## config.mk

```make
export PLATFORM = sky130hd
export DESIGN_NAME = switch_scan_ctrl_flat
export DESIGN_NICKNAME = d
export VERILOG_FILES = /design/src/rtl/switch_scan_ctrl_if.sv /design/src/rtl/switch_scan_ctrl.sv /design/src/flat_wrapper.sv
export SDC_FILE = /design/constraint.sdc
export NUM_CORES = 1
export LEC_CHECK = 0
export CAP_MARGIN = 20
export CORE_UTILIZATION = 54
export DETAILED_ROUTE_END_ITERATION = 10
export GPL_ROUTABILITY_DRIVEN = 0
export GPL_TIMING_DRIVEN = 1
export PLACE_DENSITY_LB_ADDON = 0.25
export SYNTH_ARGS = -nofsm -noshare
export SYNTH_HDL_FRONTEND = slang
export SYNTH_SLANG_ARGS = --single-unit
```

## constraint.sdc

```tcl
create_clock -name clk -period 5.93 [get_ports clk]
set_input_delay 1.186 -clock clk [delete_from_list [all_inputs] [get_ports clk]]
set_output_delay 1.186 -clock clk [all_outputs]
set_load 0.005 [all_outputs]
```

## src/rtl/switch_scan_ctrl_if.sv

```systemverilog
// Event stream between the scan controller and its consumer.
// The controller is the master: it drives valid/id/press and samples ready.
interface switch_scan_ctrl_if #(
    parameter int N_SW = 4
);
    logic                    evt_valid;
    logic                    evt_ready;
    logic [$clog2(N_SW)-1:0] evt_id;
    logic                    evt_press;

    modport master (
        output evt_valid,
        output evt_id,
        output evt_press,
        input  evt_ready
    );

    modport slave (
        input  evt_valid,
        input  evt_id,
        input  evt_press,
        output evt_ready
    );
endinterface

```

## src/rtl/switch_scan_ctrl.sv

```systemverilog
// Round-robin switch debouncer: one shared history engine visits every channel
// once per sample tick and queues press/release events in a small FWFT FIFO.
module switch_scan_ctrl #(
    parameter int N_SW       = 4,
    parameter int HIST       = 10,
    parameter int TICK_DIV   = 50000,
    parameter int FIFO_DEPTH = 4
) (
    input  logic               clk,
    input  logic               reset,
    input  logic [N_SW-1:0]    switch_in,
    output logic [N_SW-1:0]    sw_level,
    switch_scan_ctrl_if.master evt,
    output logic               evt_overflow,
    input  logic               clear_ovf
);
    localparam int ID_W  = $clog2(N_SW);
    localparam int PS_W  = $clog2(TICK_DIV);
    localparam int PTR_W = $clog2(FIFO_DEPTH);
    localparam int CNT_W = PTR_W + 1;

    typedef enum logic {IDLE, SCAN} state_t;

    state_t            r_state;
    state_t            w_state_nxt;
    logic [ID_W-1:0]   r_ch;
    logic [ID_W-1:0]   w_ch_nxt;
    logic              w_scan;
    logic [PS_W-1:0]   r_presc;
    logic              w_tick;
    logic [N_SW-1:0]   r_sync1;
    logic [N_SW-1:0]   r_sync2;
    logic [HIST-1:0]   r_hist [N_SW];
    logic [HIST-1:0]   w_hist_cur;
    logic [HIST-1:0]   w_hist_new;
    logic              w_push;
    logic              w_push_press;
    logic [ID_W-1:0]   r_mem_id    [FIFO_DEPTH];
    logic              r_mem_press [FIFO_DEPTH];
    logic [PTR_W-1:0]  r_wr_ptr;
    logic [PTR_W-1:0]  r_rd_ptr;
    logic [CNT_W-1:0]  r_count;
    logic              w_valid;
    logic              w_pop;
    logic              w_full;
    logic              w_wr;
    logic              w_drop;

    assign w_tick = (r_presc == PS_W'(TICK_DIV - 1));

    // Sample-rate prescaler and two-flop pin synchronizer.
    always_ff @(posedge clk) begin
        if (reset) begin
            r_presc <= '0;
            r_sync1 <= '0;
            r_sync2 <= '0;
        end else begin
            r_presc <= w_tick ? '0 : r_presc + PS_W'(1);
            r_sync1 <= switch_in;
            r_sync2 <= r_sync1;
        end
    end

    // Scan sequencer state register.
    always_ff @(posedge clk) begin
        if (reset) begin
            r_state <= IDLE;
            r_ch    <= '0;
        end else begin
            r_state <= w_state_nxt;
            r_ch    <= w_ch_nxt;
        end
    end

    // Next-state logic: one channel per cycle after each tick.
    always_comb begin
        w_state_nxt = r_state;
        w_ch_nxt    = r_ch;
        w_scan      = 1'b0;
        case (r_state)
            IDLE: begin
                if (w_tick) begin
                    w_state_nxt = SCAN;
                    w_ch_nxt    = '0;
                end else begin
                    w_ch_nxt    = '0;
                end
            end
            SCAN: begin
                w_scan = 1'b1;
                if (r_ch == ID_W'(N_SW - 1)) begin
                    w_state_nxt = IDLE;
                    w_ch_nxt    = '0;
                end else begin
                    w_ch_nxt    = r_ch + ID_W'(1);
                end
            end
            default: begin
                w_state_nxt = IDLE;
                w_ch_nxt    = '0;
            end
        endcase
    end

    // Decision uses the history including this cycle's sample.
    always_comb begin
        w_hist_cur   = r_hist[r_ch];
        w_hist_new   = (w_hist_cur << 1) | HIST'(r_sync2[r_ch]);
        w_push_press = &w_hist_new;
        w_push       = 1'b0;
        if (w_scan) begin
            w_push = ((&w_hist_new) && !sw_level[r_ch]) ||
                     ((~|w_hist_new) && sw_level[r_ch]);
        end else begin
            w_push = 1'b0;
        end
    end

    // Per-channel history and debounced level.
    always_ff @(posedge clk) begin
        if (reset) begin
            for (int i = 0; i < N_SW; i++) begin
                r_hist[i] <= '0;
            end
            sw_level <= '0;
        end else if (w_scan) begin
            r_hist[r_ch] <= w_hist_new;
            if (w_push) begin
                sw_level[r_ch] <= w_push_press;
            end
        end
    end

    assign w_valid = (r_count != '0);
    assign w_pop   = w_valid && evt.evt_ready;
    assign w_full  = (r_count == CNT_W'(FIFO_DEPTH));
    assign w_wr    = w_push && (!w_full || w_pop);
    assign w_drop  = w_push && w_full && !w_pop;

    // Event FIFO storage, pointers and occupancy.
    always_ff @(posedge clk) begin
        if (reset) begin
            for (int i = 0; i < FIFO_DEPTH; i++) begin
                r_mem_id[i]    <= '0;
                r_mem_press[i] <= 1'b0;
            end
            r_wr_ptr <= '0;
            r_rd_ptr <= '0;
            r_count  <= '0;
        end else begin
            if (w_wr) begin
                r_mem_id[r_wr_ptr]    <= r_ch;
                r_mem_press[r_wr_ptr] <= w_push_press;
                r_wr_ptr              <= r_wr_ptr + PTR_W'(1);
            end
            if (w_pop) begin
                r_rd_ptr <= r_rd_ptr + PTR_W'(1);
            end
            case ({w_wr, w_pop})
                2'b10:   r_count <= r_count + CNT_W'(1);
                2'b01:   r_count <= r_count - CNT_W'(1);
                default: r_count <= r_count;
            endcase
        end
    end

    // Sticky overflow; a drop outranks a clear in the same cycle.
    always_ff @(posedge clk) begin
        if (reset) begin
            evt_overflow <= 1'b0;
        end else if (w_drop) begin
            evt_overflow <= 1'b1;
        end else if (clear_ovf) begin
            evt_overflow <= 1'b0;
        end
    end

    // Head of queue, held at zero while the queue is empty.
    always_comb begin
        evt.evt_valid = w_valid;
        if (w_valid) begin
            evt.evt_id    = r_mem_id[r_rd_ptr];
            evt.evt_press = r_mem_press[r_rd_ptr];
        end else begin
            evt.evt_id    = '0;
            evt.evt_press = 1'b0;
        end
    end
endmodule

```

## src/flat_wrapper.sv

```systemverilog
// flat-port wrapper written by rule: the top's interface ports become plain ports
module switch_scan_ctrl_flat 
#(
    parameter int N_SW       = 4,
    parameter int HIST       = 10,
    parameter int TICK_DIV   = 50000,
    parameter int FIFO_DEPTH = 4
)
  (clk, reset, switch_in, sw_level, evt_overflow, clear_ovf, evt_evt_valid, evt_evt_id, evt_evt_press, evt_evt_ready);
  switch_scan_ctrl_if #(.N_SW(N_SW)) evt_i ();
  input  logic clk;
  input  logic reset;
  input  logic [N_SW-1:0] switch_in;
  output logic [N_SW-1:0] sw_level;
  output logic evt_overflow;
  input  logic clear_ovf;
  output wire logic [$bits(evt_i.evt_valid)-1:0] evt_evt_valid;
  output wire logic [$bits(evt_i.evt_id)-1:0] evt_evt_id;
  output wire logic [$bits(evt_i.evt_press)-1:0] evt_evt_press;
  input wire logic [$bits(evt_i.evt_ready)-1:0] evt_evt_ready;
  assign evt_evt_valid = evt_i.evt_valid;
  assign evt_evt_id = evt_i.evt_id;
  assign evt_evt_press = evt_i.evt_press;
  assign evt_i.evt_ready = evt_evt_ready;
  switch_scan_ctrl #(.N_SW(N_SW), .HIST(HIST), .TICK_DIV(TICK_DIV), .FIFO_DEPTH(FIFO_DEPTH)) u_core (.clk(clk), .reset(reset), .switch_in(switch_in), .sw_level(sw_level), .evt(evt_i), .evt_overflow(evt_overflow), .clear_ovf(clear_ovf));
endmodule
```

# Word level (Yosys, flattened, before mapping)
# Memory sizes are Yosys's and may differ from the RTL's. A register that Yosys moved wholly into a read port is not among the register bits.
# Cells that the tools add are included.
# Widths: inputs -> output; s select.
classes:
  addsub: 6
  order_cmp: 2
  eq_ne: 5
  mux: 41
  bitwise_logic: 2
  reduce_logical: 23
ops:
  columns: ["op", "n"]
  rows:
  - ["$mux 1", 22]
  - ["$mux 2", 11]
  - ["$reduce_or 10->1", 2]
  - ["$add 16x1->16 const B", 1]
  - ["$eq 16x16->1 const B", 1]
  - ["$mux 10", 1]
  - ["$or 10x1->10", 1]
  - ["$reduce_and 10->1", 1]
  - ["$logic_and 1x1->1", 7]
  - ["$add 2x1->2 const B", 3]
  - ["$pmux 3 s2", 1]
  - ["$bmux 1 s2", 2]
  - ["$bwmux 4", 1]
  - ["$eq 2x2->1 const B", 2]
  - ["$logic_not 1->1", 4]
  - ["$pmux 2 s2", 1]
  - ["$reduce_bool 2->1", 2]
  - ["$reduce_or 2->1", 2]
  - ["$add 3x1->3 const B", 1]
  - ["$eq 3x3->1 const B", 1]
  - ["$lt 2x3->1 const B", 1]
  - ["$reduce_bool 3->1", 1]
  - ["$sub 3x1->3 const B", 1]
  - ["$demux 1 s2", 1]
  - ["7 further kinds", 8]
totals:
  ff_bits: 39
  ramBits: 52
  in_bits: 8
  out_inout_bits: 9
  word_cells: 92
  memories: 3
mem_list:
  columns: ["memory", "depth", "word_bits", "rd", "rd_clocked_by_memory_dff", "write_ports", "line", "text"]
  rows:
  - ["u_core.r_hist", 4, 10, 1, 1, 4, "switch_scan_ctrl.sv:33", "logic [HIST-1:0] r_hist [N_SW];"]
  - ["u_core.r_mem_id", 4, 2, 1, 1, 4, "switch_scan_ctrl.sv:38", "logic [ID_W-1:0] r_mem_id [FIFO_DEPTH];"]
  - ["u_core.r_mem_press", 4, 1, 1, 1, 4, "switch_scan_ctrl.sv:39", "logic r_mem_press [FIFO_DEPTH];"]

# Depth between registers and ports, before layout
logic_depth:
  ltp_word: 14
  mapped_depth: 13
  ltp_nobuf: 10

# Least setup slack after synthesis
# Ideal clock, no wire load.
synth_path:
  path_type: "input port to flip-flop"
  startpoint: "input port evt_evt_ready"
  endpoint: "register u_core.r_count[2]"
  setup_time_ns: 0.071
  arrival_time_ns: 3.351
  t_required_ns: 5.859
  setup_slack_ns: 2.508
  path_stages: 9
  path_buffers: 1
  cell_sequence: "or4b_2 -> o21ai_2 -> buf_6 -> ha_1 -> inv_1 -> fa_1 -> xor2_1 -> or3_1 -> a21oi_1"
synth_between:
  elab_chain_len: 5
  elab_cells_between_ends: 7
  cone_classes: "2 x eq/ne; 1 x mux; 4 x reduce/logical"
synth_rtl:
  columns: ["element", "line", "text"]
  rows:
  - ["start, declared", "flat_wrapper.sv:20", "input wire logic [$bits(evt_i.evt_ready)-1:0] evt_evt_ready;"]
  - ["$logic_and 1x1->1 (*)", "switch_scan_ctrl.sv:135", "assign w_pop = w_valid && evt.evt_ready;"]
  - ["$logic_or 1x1->1", "switch_scan_ctrl.sv:137", "assign w_wr = w_push && (!w_full || w_pop);"]
  - ["$logic_and 1x1->1", "switch_scan_ctrl.sv:137", null]
  - ["$eq 2x1->1 / $eq 2x2->1 (equally long branches)", "switch_scan_ctrl.sv:159", "case ({w_wr, w_pop})"]
  - ["$pmux 3 s2 / $reduce_bool 2->1 (equally long branches)", null, null]
  - ["end signal, assigned", "switch_scan_ctrl.sv:160", "2'b10: r_count <= r_count + CNT_W'(1);"]
  - ["end signal, assigned", "switch_scan_ctrl.sv:161", "2'b01: r_count <= r_count - CNT_W'(1);"]
  - ["end signal, assigned", "switch_scan_ctrl.sv:162", "default: r_count <= r_count;"]
  - ["end, declared", "switch_scan_ctrl.sv:42", "logic [CNT_W-1:0] r_count;"]
# Mark *: on every way between the ends. The rest lies on a longest branch, timed or not.
# A chain may end at the register's enable or synchronous reset.

# Worst setup path after layout
layout_path:
  startpoint: "register u_core.r_ch[0]"
  endpoint: "register u_core.r_count[2]"
layout_between:
  elab_chain_len: 11
  elab_cells_between_ends: 18
  cone_classes: "2 x eq/ne; 6 x mux; 1 x bitwise; 9 x reduce/logical"
layout_rtl:
  columns: ["element", "line", "text"]
  rows:
  - ["start, declared", "switch_scan_ctrl.sv:26", "logic [ID_W-1:0] r_ch;"]
  - ["start signal, assigned", "switch_scan_ctrl.sv:71", "r_ch <= w_ch_nxt;"]
  - ["$bmux 1 s2", "switch_scan_ctrl.sv:108", "w_hist_new = (w_hist_cur << 1) | HIST'(r_sync2[r_ch]);"]
  - ["$mux 1 (implied by the code)", "switch_scan_ctrl.sv:108", null]
  - ["$or 10x1->10", "switch_scan_ctrl.sv:108", null]
  - ["$reduce_or 10->1", "switch_scan_ctrl.sv:113", "((~|w_hist_new) && sw_level[r_ch]);"]
  - ["$logic_not 1->1", "switch_scan_ctrl.sv:113", null]
  - ["$logic_and 1x1->1", "switch_scan_ctrl.sv:113", null]
  - ["$logic_or 1x1->1 (*)", "switch_scan_ctrl.sv:112", "w_push = ((&w_hist_new) && !sw_level[r_ch]) ||"]
  - ["$mux 1 (*)", "switch_scan_ctrl.sv:111", "if (w_scan) begin"]
  - ["$logic_and 1x1->1 (*)", "switch_scan_ctrl.sv:137", null]
  - ["$eq 2x1->1 / $eq 2x2->1 (equally long branches)", "switch_scan_ctrl.sv:159", null]
  - ["$pmux 3 s2 / $reduce_bool 2->1 (equally long branches)", null, null]
# Mark *: on every way between the ends. The rest lies on a longest branch, timed or not. The select of a mux whose other input is x is not followed.

==> impl_metrics.ini <==
[cts]
postCtsSetupBuffers = 0
clock_latency_ns = 0.36
tritoncts = yes
numCtsBuffers = 9
cts_hold_buffers = 0
clock-root-buffer = clkbuf_8
cts.clk_slew.worst_paths_ns = 0.09
cts_max_level = 3
cts_buffer_depth = 2
clock_sinks = 89
ctsResizeCount = 0

[flow_run]
cap_violations = 0

[yosys]
synth_cells = 327
ys_warn_count = 0
synth_edf_count = 48
synthArstFlopShare_pct = 0
avgSynthCellArea_um2 = 12.37
ys_seq_area_share_pct = 55.92
ys_ff_latch = 89
syn_area_um2 = 4045
syn-num-nets = 342
synth-main-ff-cell = edfxtp_1
synth_cell_types = 46

[routing]
viasPerCell = 5.492
wl_per_cell_um = 15.50
routed_wl_um = 6959
antenna_left = 0
first_pass_iters = 4
post-route-drc-count = 0
vias = 2466
drt_iter0_markers = 134

[final_layout]
stdcell_count = 449
final_nets = 360
fin_util_pct = 61.81
diodes = 0
layout-drive-gt1-share_pct = 11.43
syn2layout_area_growth_pct = 10.83

[floorplanning]
coreArea_um2 = 7253
die-area_um2 = 7841
dieHeight_um = 88.55
start_util_pct = 55.77
num_rows = 31
io_pins = 17
chipWidth_um = 88.55

[setup_path]
critPathMaxFanout = 19
crit_path_end_kind = register
path_class = reg -> reg
arrival_ns = 4.24
crit_required_ns = 6.23
worstPathCellList = mux4_2, and4bb_2, and4_1, o21ai_2, ha_1, inv_1, fa_1, xor2_1, or3_1, a21oi_1
critPathLaunchType = register
cpPeakStageDelay_ns = 0.92
cp_slowest_cell = dfxtp_1

[place]
post-dp-hpwl_um = 4677
portBuffers = 16
dp_cells = 432

[power]
p_comb_share_pct = 2.9
power.total_w = 0.001138
intPower_w = 0.0008881
leakagePower_nw = 1.569
vdd_drop_max_uv = 160.3
p_switching_w = 0.0002502
pwr-share-clk_pct = 38.4
powerDensity_nw_per_um2 = 253.9
sw_frac_of_total_pct = 21.98
power_frac_seq_pct = 58.7

[sta]
min_period_ns = 3.944
finalSetupViolCount = 0
relSlewSlack_pct = 36.07
grt_setup_unrepaired = no
fin_tns_setup_ns = 0
finalHoldViolCount = 0
worstMarginPinSlew_ns = 0.9517
finalCritPeriodShare_pct = 66.51
fmax_mhz = 253.5
clock-skew-final_ns = 0.01090
final_max_slew_viol_count = 0
fin_hold_ws_ns = 0.4406

[grt]
grt_max_degree = 45
grt_pass1_vias = 2324
grt_pass1_wl_um = 11530
overflow = 0
grt_usage_pct = 20.03
antenna_found_initial = 0

[hold_path]
worstHoldPathType = reg -> reg

[run_status]
status = complete, no violations
## sequential cells by signal, indices dropped and copies added (netlist names), named ones only
name and flops:
u_core.evt_overflow 1, u_core.r_mem_press 4, u_core.r_rd_ptr 2, u_core.r_ch 2, u_core.r_state 1, u_core.r_hist 36, u_core.r_presc 16, u_core.r_sync2 4
u_core.r_sync1 4, u_core.r_wr_ptr 2, u_core.sw_level 4, u_core.r_mem_id 8, u_core.r_count 3
## final cells by class
class | count | area, um2
Inverter | 11 | 41.29
Multi-Input combinational cell | 215 | 1667
Sequential cell | 89 | 2262
Clock inverter | 6 | 71.32
Clock buffer | 10 | 137.6
Fill cell | 591 | 2770
Timing Repair Buffer | 19 | 180.2
Tap cell | 99 | 123.9
## metal layers
layer / wire, um / global-route usage (%) / up-vias
li1: - / - / 1209
met1: 3345 / 28.49 / 1185
met3: 288 / 4.478 / 13
met2: 3186 / 29.65 / 59
met4: 138 / 8.651 / 0
met5: 0 / 0 / -
## metrics by stage
| step | setup WS [ns] | area [um2] |
|---|---|---|
| after CTS | 1.992 | 4478 |
| after global routing | 1.748 | 4483 |
| final | 1.986 | 4483 |
| after global placement | 1.988 | 4269 |
| after detailed placement | 1.918 | 4269 |
| after floorplan | 2.508 | 4045 |
## critical path: cells and delay by family, from the launching register on
kind	cells	cell delay (ns)
buf+inv	1	0.07
mux	1	0.64
fa+ha+maj	2	0.68
flops	1	0.92
compound gates	2	0.69
xor+xnor	1	0.15
simple gates	3	0.72
## placed cells by master (no fill, tap or decap), drive strengths merged, types with 3 or more instances in the layout
master	count
nor2b	11
inv	13
a21oi	3
ha	6
nor2	33
nand3	5
o21ai	7
o21bai	5
nand2b	11
dfxtp	41
a31o	3
mux2	3
nand4	3
clkbuf	11
nor4	10
or3	3
clkdlybuf4s50	16
and2	40
mux4	14
nand2	7
nor3	16
mux2i	4
xnor2	14
edfxtp	48
xor2	4
clkinv	3
## kinds of logic after synthesis
kind of cell,Yosys count,synth area share (%)
and+or+nand+nor,150,21.28
DFF,89,55.92
buffers and inverters,23,2.877
muxes,21,10.45
AOI/OAI and AO/OA,19,3.217
xor gates and xnor gates,18,3.897
adders and majority gates,7,2.351
## power by group through the flow
stage / clock [W] / combinational [W] / sequential (W)
floorplan: 0 / 0.0000228 / 0.000680
global placement: 0 / 0.0000324 / 0.000682
detailed placement: 0 / 0.0000332 / 0.000683
CTS: 0.000442 / 0.0000334 / 0.000669
global route: 0.000465 / 0.0000364 / 0.000670
finish: 0.000437 / 0.0000329 / 0.000669
## path summary, 6_finish.rpt
kind	cells past startpoint	slack [ns]	start	endpoint
setup / recovery	10	1.99	u_core.r_ch[0]	u_core.r_count[2]
setup reg to reg	10	1.99	u_core.r_ch[0]	u_core.r_count[2]
hold / removal	1	0.44	u_core.r_presc[0]	u_core.r_presc[0]
hold reg to reg	1	0.44	u_core.r_presc[0]	u_core.r_presc[0]
## synth_stat cells (all sizes together), types with 8 or more instances
library cell,n,area share (%)
nand2b,11,1.7
xnor2,14,3.0
nor3,16,2.2
edfxtp,48,36
nor2,33,3.1
and2,40,6.2
inv,10,0.93
mux4,14,8.5
clkbuf,8,0.74
dfxtp,41,20
nor2b,11,1.7
nor4,10,1.9
(Power assumes the default switching activity.)
==> RTL change 1 (config.mk and constraints unchanged) <==
`N_SW` is set to 4 in 3 places; all go to 8.
--- a/src/rtl/switch_scan_ctrl_if.sv
+++ b/src/rtl/switch_scan_ctrl_if.sv
@@ -1,7 +1,7 @@
 // Event stream between the scan controller and its consumer.
 // The controller is the master: it drives valid/id/press and samples ready.
 interface switch_scan_ctrl_if #(
-    parameter int N_SW = 4
+    parameter int N_SW = 8
 );
     logic                    evt_valid;
     logic                    evt_ready;
--- a/src/rtl/switch_scan_ctrl.sv
+++ b/src/rtl/switch_scan_ctrl.sv
@@ -1,7 +1,7 @@
 // Round-robin switch debouncer: one shared history engine visits every channel
 // once per sample tick and queues press/release events in a small FWFT FIFO.
 module switch_scan_ctrl #(
-    parameter int N_SW       = 4,
+    parameter int N_SW       = 8,
     parameter int HIST       = 10,
     parameter int TICK_DIV   = 50000,
     parameter int FIFO_DEPTH = 4
--- a/src/flat_wrapper.sv
+++ b/src/flat_wrapper.sv
@@ -1,7 +1,7 @@
 // flat-port wrapper written by rule: the top's interface ports become plain ports
 module switch_scan_ctrl_flat 
 #(
-    parameter int N_SW       = 4,
+    parameter int N_SW       = 8,
     parameter int HIST       = 10,
     parameter int TICK_DIV   = 50000,
     parameter int FIFO_DEPTH = 4
Ports: changed (resized evt_evt_id, sw_level and switch_in); port bits go from 17 to 26. The function was not compared with the original's and may differ.
==> RTL change 1 against the original RTL <==
Utilization up 1.9 points; synthesized area grew 57%; combinational power increased by 95%; power rose by 93%; final area rose by 62%; sequential cell count is 53 higher; setup slack got worse by 880 ps; wire length rose by 91%.
==> RTL change 1: results (changes against the original RTL) <==
| Metric | Value |
|---|---|
| DPL Wire Length | `8.698 mm (was 4.677 mm)` |
| GR Util All Layers | `0.2419 (was 0.2003)` |
| Initial DRT Pass Iterations | `5 (was 4)` |
| Multi-input gate share of total cell area | `0.3318 (was 0.3718)` |
| Critical path fanouts, max | `20 (was 19)` |
| R2R depth | `11 (was 10)` |
| Global Route met2 Usage | `0.3851 (was 0.2965)` |
| DP Area | `0.006676 mm2 (was 0.004269 mm2)` |
| Internal reg-to-reg setup slack | `1110 ps (was 1990 ps)` |
| Met1 usage | `0.3049 (was 0.2849)` |
| Worst slack, placed | `1190 ps (was 1918 ps)` |
| Area occupied by registers | `0.003724 mm2 (was 0.002262 mm2)` |
| Met2 wire len | `6.633 mm (was 3.186 mm)` |
| Clock Root Buffer | `clkbuf_16 (was clkbuf_8)` |
| Syn_nets | `524 (was 342)` |
| Non-clock buffers | `35 (was 19)` |
| Adder-Cell Fraction of Synth Area | `0.01105 (was 0.02351)` |
| Via count | `4072 (was 2466)` |
| Post-synth EDFFs | `88 (was 48)` |
| Clock slew at reported path FFs | `60 ps (was 90 ps)` |
| Multiplexer area fraction after synthesis | `0.1379 (was 0.1045)` |
| Post-synth top cells | `nor2_1, edfxtp_1, dfxtp_1 (was edfxtp_1, dfxtp_1, and2_1)` |
| Outcome | `finished clean (unchanged)` |
| M1 WL | `5.435 mm (was 3.345 mm)` |
| Biggest regs | `u_core.r_hist x72, u_core.r_presc x16, u_core.r_mem_id x12 (was u_core.r_hist x36, u_core.r_presc x16, u_core.r_mem_id x8)` |
| Worst skew pair latency | `430 ps (was 360 ps)` |
| Clock skew | `10.52 ps (was 10.90 ps)` |
| H-tree levels | `4 (was 3)` |
| Final nets | `552 (was 360)` |
| Initial detailed-routing violation count | `391 (was 134)` |
| I/O Buffers | `25 (was 16)` |
| Clk_buf instances | `25 (was 10)` |
| CP top delay family | `multiplexers (was flip-flops)` |
| Net switching power figure | `0.4491 mW (was 0.2502 mW)` |
| Metal3 WL | `980 um (was 288 um)` |
| Fill cells | `863 (was 591)` |
| Arrival time of the worst setup path | `5180 ps (was 4240 ps)` |
| Inverter count | `9 (was 11)` |
| Area occupied by multi-input gates | `0.002415 mm2 (was 0.001667 mm2)` |
| Placed insts | `659 (was 432)` |
| Post-Synthesis Cells | `507 (was 327)` |
| M3 GR Usage | `0.07525 (was 0.04478)` |
| Non-clk buf share | `0.04470 (was 0.04019)` |
| Worst relative slew slack | `0.3804 (was 0.3607)` |
| CTS Sinks | `142 (was 89)` |
| Post-synthesis cell type count | `56 (was 46)` |
| Wirelength per Cell | `19.22 um (was 15.50 um)` |
| Xor and xnor area share after synthesis | `0.02486 (was 0.03897)` |
| First-pass GRT wire length | `20.91 mm (was 11.53 mm)` |
| F_max | `0.2073 GHz (was 0.2535 GHz)` |
| Post-synthesis sequential area ratio | `0.5871 (was 0.5592)` |
RTL change 1: cell count changes after synthesis, moves of 9 or more:
cell / change
nand2_1: +31
nor2_1: +78
buf_2: +9
o211ai_1: +9
edfxtp_1: +40
dfxtp_1: +13
and2_1: -33
mux4_2: +19
mux2i_1: +11
RTL change 1: power by group through the flow:
stage / Sequential, mW / Clock (mW) / Combinational [mW]
2_1_floorplan: 1.10 / 0 / 0.0409
3_3_place_gp: 1.10 / 0 / 0.0623
3_5_place_dp: 1.10 / 0 / 0.0636
4_1_cts: 1.08 / 1.07 / 0.0648
5_1_grt: 1.08 / 1.11 / 0.0693
6_report: 1.08 / 1.06 / 0.0643
RTL change 1: kinds of logic after synthesis:
group / Yosys count
muxes: 51
xor gates and xnor gates: 18
buffers and inverters: 35
and+or+nand+nor: 233
AOI/OAI and AO/OA: 23
DFF: 142
adders and majority gates: 5
==> RTL change 2 (config.mk and constraints unchanged) <==
Without the edit above. Make the reset (`reset`) asynchronous in 5 clocked blocks.
--- a/src/rtl/switch_scan_ctrl.sv
+++ b/src/rtl/switch_scan_ctrl.sv
@@ -49,7 +49,7 @@
     assign w_tick = (r_presc == PS_W'(TICK_DIV - 1));
 
     // Sample-rate prescaler and two-flop pin synchronizer.
-    always_ff @(posedge clk) begin
+    always_ff @(posedge clk or posedge reset) begin
         if (reset) begin
             r_presc <= '0;
             r_sync1 <= '0;
@@ -62,7 +62,7 @@
     end
 
     // Scan sequencer state register.
-    always_ff @(posedge clk) begin
+    always_ff @(posedge clk or posedge reset) begin
         if (reset) begin
             r_state <= IDLE;
             r_ch    <= '0;
@@ -117,7 +117,7 @@
     end
 
     // Per-channel history and debounced level.
-    always_ff @(posedge clk) begin
+    always_ff @(posedge clk or posedge reset) begin
         if (reset) begin
             for (int i = 0; i < N_SW; i++) begin
                 r_hist[i] <= '0;
@@ -138,7 +138,7 @@
     assign w_drop  = w_push && w_full && !w_pop;
 
     // Event FIFO storage, pointers and occupancy.
-    always_ff @(posedge clk) begin
+    always_ff @(posedge clk or posedge reset) begin
         if (reset) begin
             for (int i = 0; i < FIFO_DEPTH; i++) begin
                 r_mem_id[i]    <= '0;
@@ -165,7 +165,7 @@
     end
 
     // Sticky overflow; a drop outranks a clear in the same cycle.
-    always_ff @(posedge clk) begin
+    always_ff @(posedge clk or posedge reset) begin
         if (reset) begin
             evt_overflow <= 1'b0;
         end else if (w_drop) begin
Formal check against the unedited RTL: same outputs for any inputs over 10 cycles, from zero or initial values and one cycle with reset high; that may be too few to reach the edited logic, so the function may still have changed.
==> RTL change 2 against the original RTL <==
Global-route usage is 0.84 points higher; setup slack better by 220 ps; synthesized area is 1.1% higher; synthesized cell count is 10% lower; final area is 1.6% higher; wire length is 0.33% lower; worst hold slack worse by 89 ps; sequential cell count is 2 lower.
Power is not compared: it rests on default switching activity, and its combinational part moved more than twofold at a synthesized area within 25%.
==> RTL change 2: results (changes against the original RTL) <==
| Metric | Value |
|---|---|
| Multiplexer area fraction after synthesis | `0.2339 (was 0.1045)` |
| Endpoints failing hold | `0 (unchanged)` |
| Largest net degree at the start of global routing | `48 (was 45)` |
| Arrival time of the worst setup path | `3980 ps (was 4240 ps)` |
| Period minus WS final | `3720 ps (was 3944 ps)` |
| Net switching power figure | `between 0.3 and 0.4 mW` |
| Ys async rst share | `1.000 (was 0)` |
| Synth Area in Compound Gates | `0.02477 (was 0.03217)` |
| Post-synth top cells | `dfrtp_1, mux2_2, nand2_1 (was edfxtp_1, dfxtp_1, and2_1)` |
| Syn_nets | `312 (was 342)` |
| GR Util All Layers | `0.2086 (was 0.2003)` |
| Initial DRT Pass Iterations | `4 (unchanged)` |
| Worst VDD drop | `about 160 uV` |
| Synth top area cells | `dfrtp_1, mux2_2, mux4_2, mux2_4, ha_1 (was edfxtp_1, dfxtp_1, and2_1, mux4_1, mux4_2)` |
| Post-synth EDFFs | `0 (was 48)` |
| Post-synthesis cell type count | `41 (was 46)` |
| Wirelength per Cell | `16.67 um (was 15.50 um)` |
| Dominant cell by count in the synthesized netlist | `dfrtp_1 (was edfxtp_1)` |
| Adder-Cell Fraction of Synth Area | `0.03242 (was 0.02351)` |
| Initial detailed-routing violation count | `85 (was 134)` |
| Crit path max-delay cell type | `dfrtp_1 (was dfxtp_1)` |
| Final nets | `330 (was 360)` |
| Post-synthesis sequential area ratio | `0.5321 (was 0.5592)` |
| Fraction of layout cells with a size suffix above 1 | `0.3028 (was 0.1143)` |
| Hold Path Class | `flop to flop (unchanged)` |
| Leakage power | `around 2.1 nW` |
| CP top delay family | `simple AND/OR/NAND/NOR gates (was flip-flops)` |
| Outcome | `finished clean (unchanged)` |
| DPL Wire Length | `4.693 mm (was 4.677 mm)` |
| Xor and xnor area share after synthesis | `0.03211 (was 0.03897)` |
| First-pass GRT wire length | `12.25 mm (was 11.53 mm)` |
| Worst-margin pin slew | `952.3 ps (was 951.7 ps)` |
| Worst skew pair latency | `360 ps (about the same)` |
| Vias per cell | `5.577 (was 5.492)` |
| Clock Root Buffer | `clkbuf_8 (unchanged)` |
| Worst slack, placed | `2225 ps (was 1918 ps)` |
| Clock skew | `11.21 ps (was 10.90 ps)` |
| Vias in the first global route | `2453 (was 2324)` |
[RTL change 2: cell type report]
| type | instances | area [um2] |
|---|---|---|
| fillers | 595 | 2735 |
| flip-flops and latches | 87 | 2177 |
| multi-input cells | 191 | 1821 |
| repair buffers | 17 | 167.7 |
| clock buffers | 9 | 123.9 |
| well taps | 99 | 123.9 |
| clock inverters | 7 | 120.1 |
| inverters | 6 | 23.77 |
[RTL change 2: per-layer routing]
layer  wire length, um  GRT usage  part of all wire
met1              3297     0.2846              0.48
met4                84    0.05628             0.012
met5                 0          0                 0
met2              3315     0.3301              0.48
met3               238    0.06187             0.034
[RTL change 2: worst paths after layout]
| check | from | end | cells past startpoint |
|---|---|---|---|
| max | u_core.r_ch[0]$_DFF_PP0_ | u_core.r_count[1]$_DFFE_PP0P_ | 9 |
| min | u_core.r_sync1[2]$_DFF_PP0_ | u_core.r_sync2[2]$_DFF_PP0_ | 0 |
| max reg2reg | u_core.r_ch[0]$_DFF_PP0_ | u_core.r_count[1]$_DFFE_PP0P_ | 9 |
| min reg2reg | u_core.r_sync1[2]$_DFF_PP0_ | u_core.r_sync2[2]$_DFF_PP0_ | 0 |
| max in group asynchronous | reset | u_core.r_mem_id[3]$_DFFE_PP0P_ | 3 |
| min in group asynchronous | reset | u_core.r_wr_ptr[1]$_DFFE_PP0P_ | 2 |
[RTL change 2: worst reg2reg max path, cell delays in order, from the launching register on]
cell and delay, ps:
dfrtp_1 910, mux4_2 670, nor4b_1 310, and3_1 390, or2_2 220, nor2_1 70
fa_1 590, nor2b_1 60, mux2_2 270, nor4_2 130
[RTL change 2: per-stage QoR]
step                      cell area, um2    util  instances  hold slack [ps]  power, mW
after floorplan                     4091       -        294            331.2     0.7427
after global placement              4313  0.5915        400            336.6     0.7729
after detailed placement            4313  0.5915        400            334.7     0.7796
after CTS                           4557  0.6249        416            354.5      1.276
after global routing                4557  0.6249        416            362.4      1.315
final                               4557  0.6249        416            351.4      1.259
[RTL change 2: logic make-up after synthesis]
logic type | Yosys count
xor+xnor | 15
buf+inv | 16
compound gates | 15
mux | 67
simple gates | 84
flops | 87
fa+ha+maj | 10
[RTL change 2: power groups by stage]
stage	registers [mW]	logic (mW)	clock network, mW
finish	0.646	0.122	0.492
global route	0.650	0.138	0.527
CTS	0.646	0.124	0.506
detailed placement	0.657	0.123	0
global placement	0.656	0.117	0
floorplan	0.648	0.0949	0
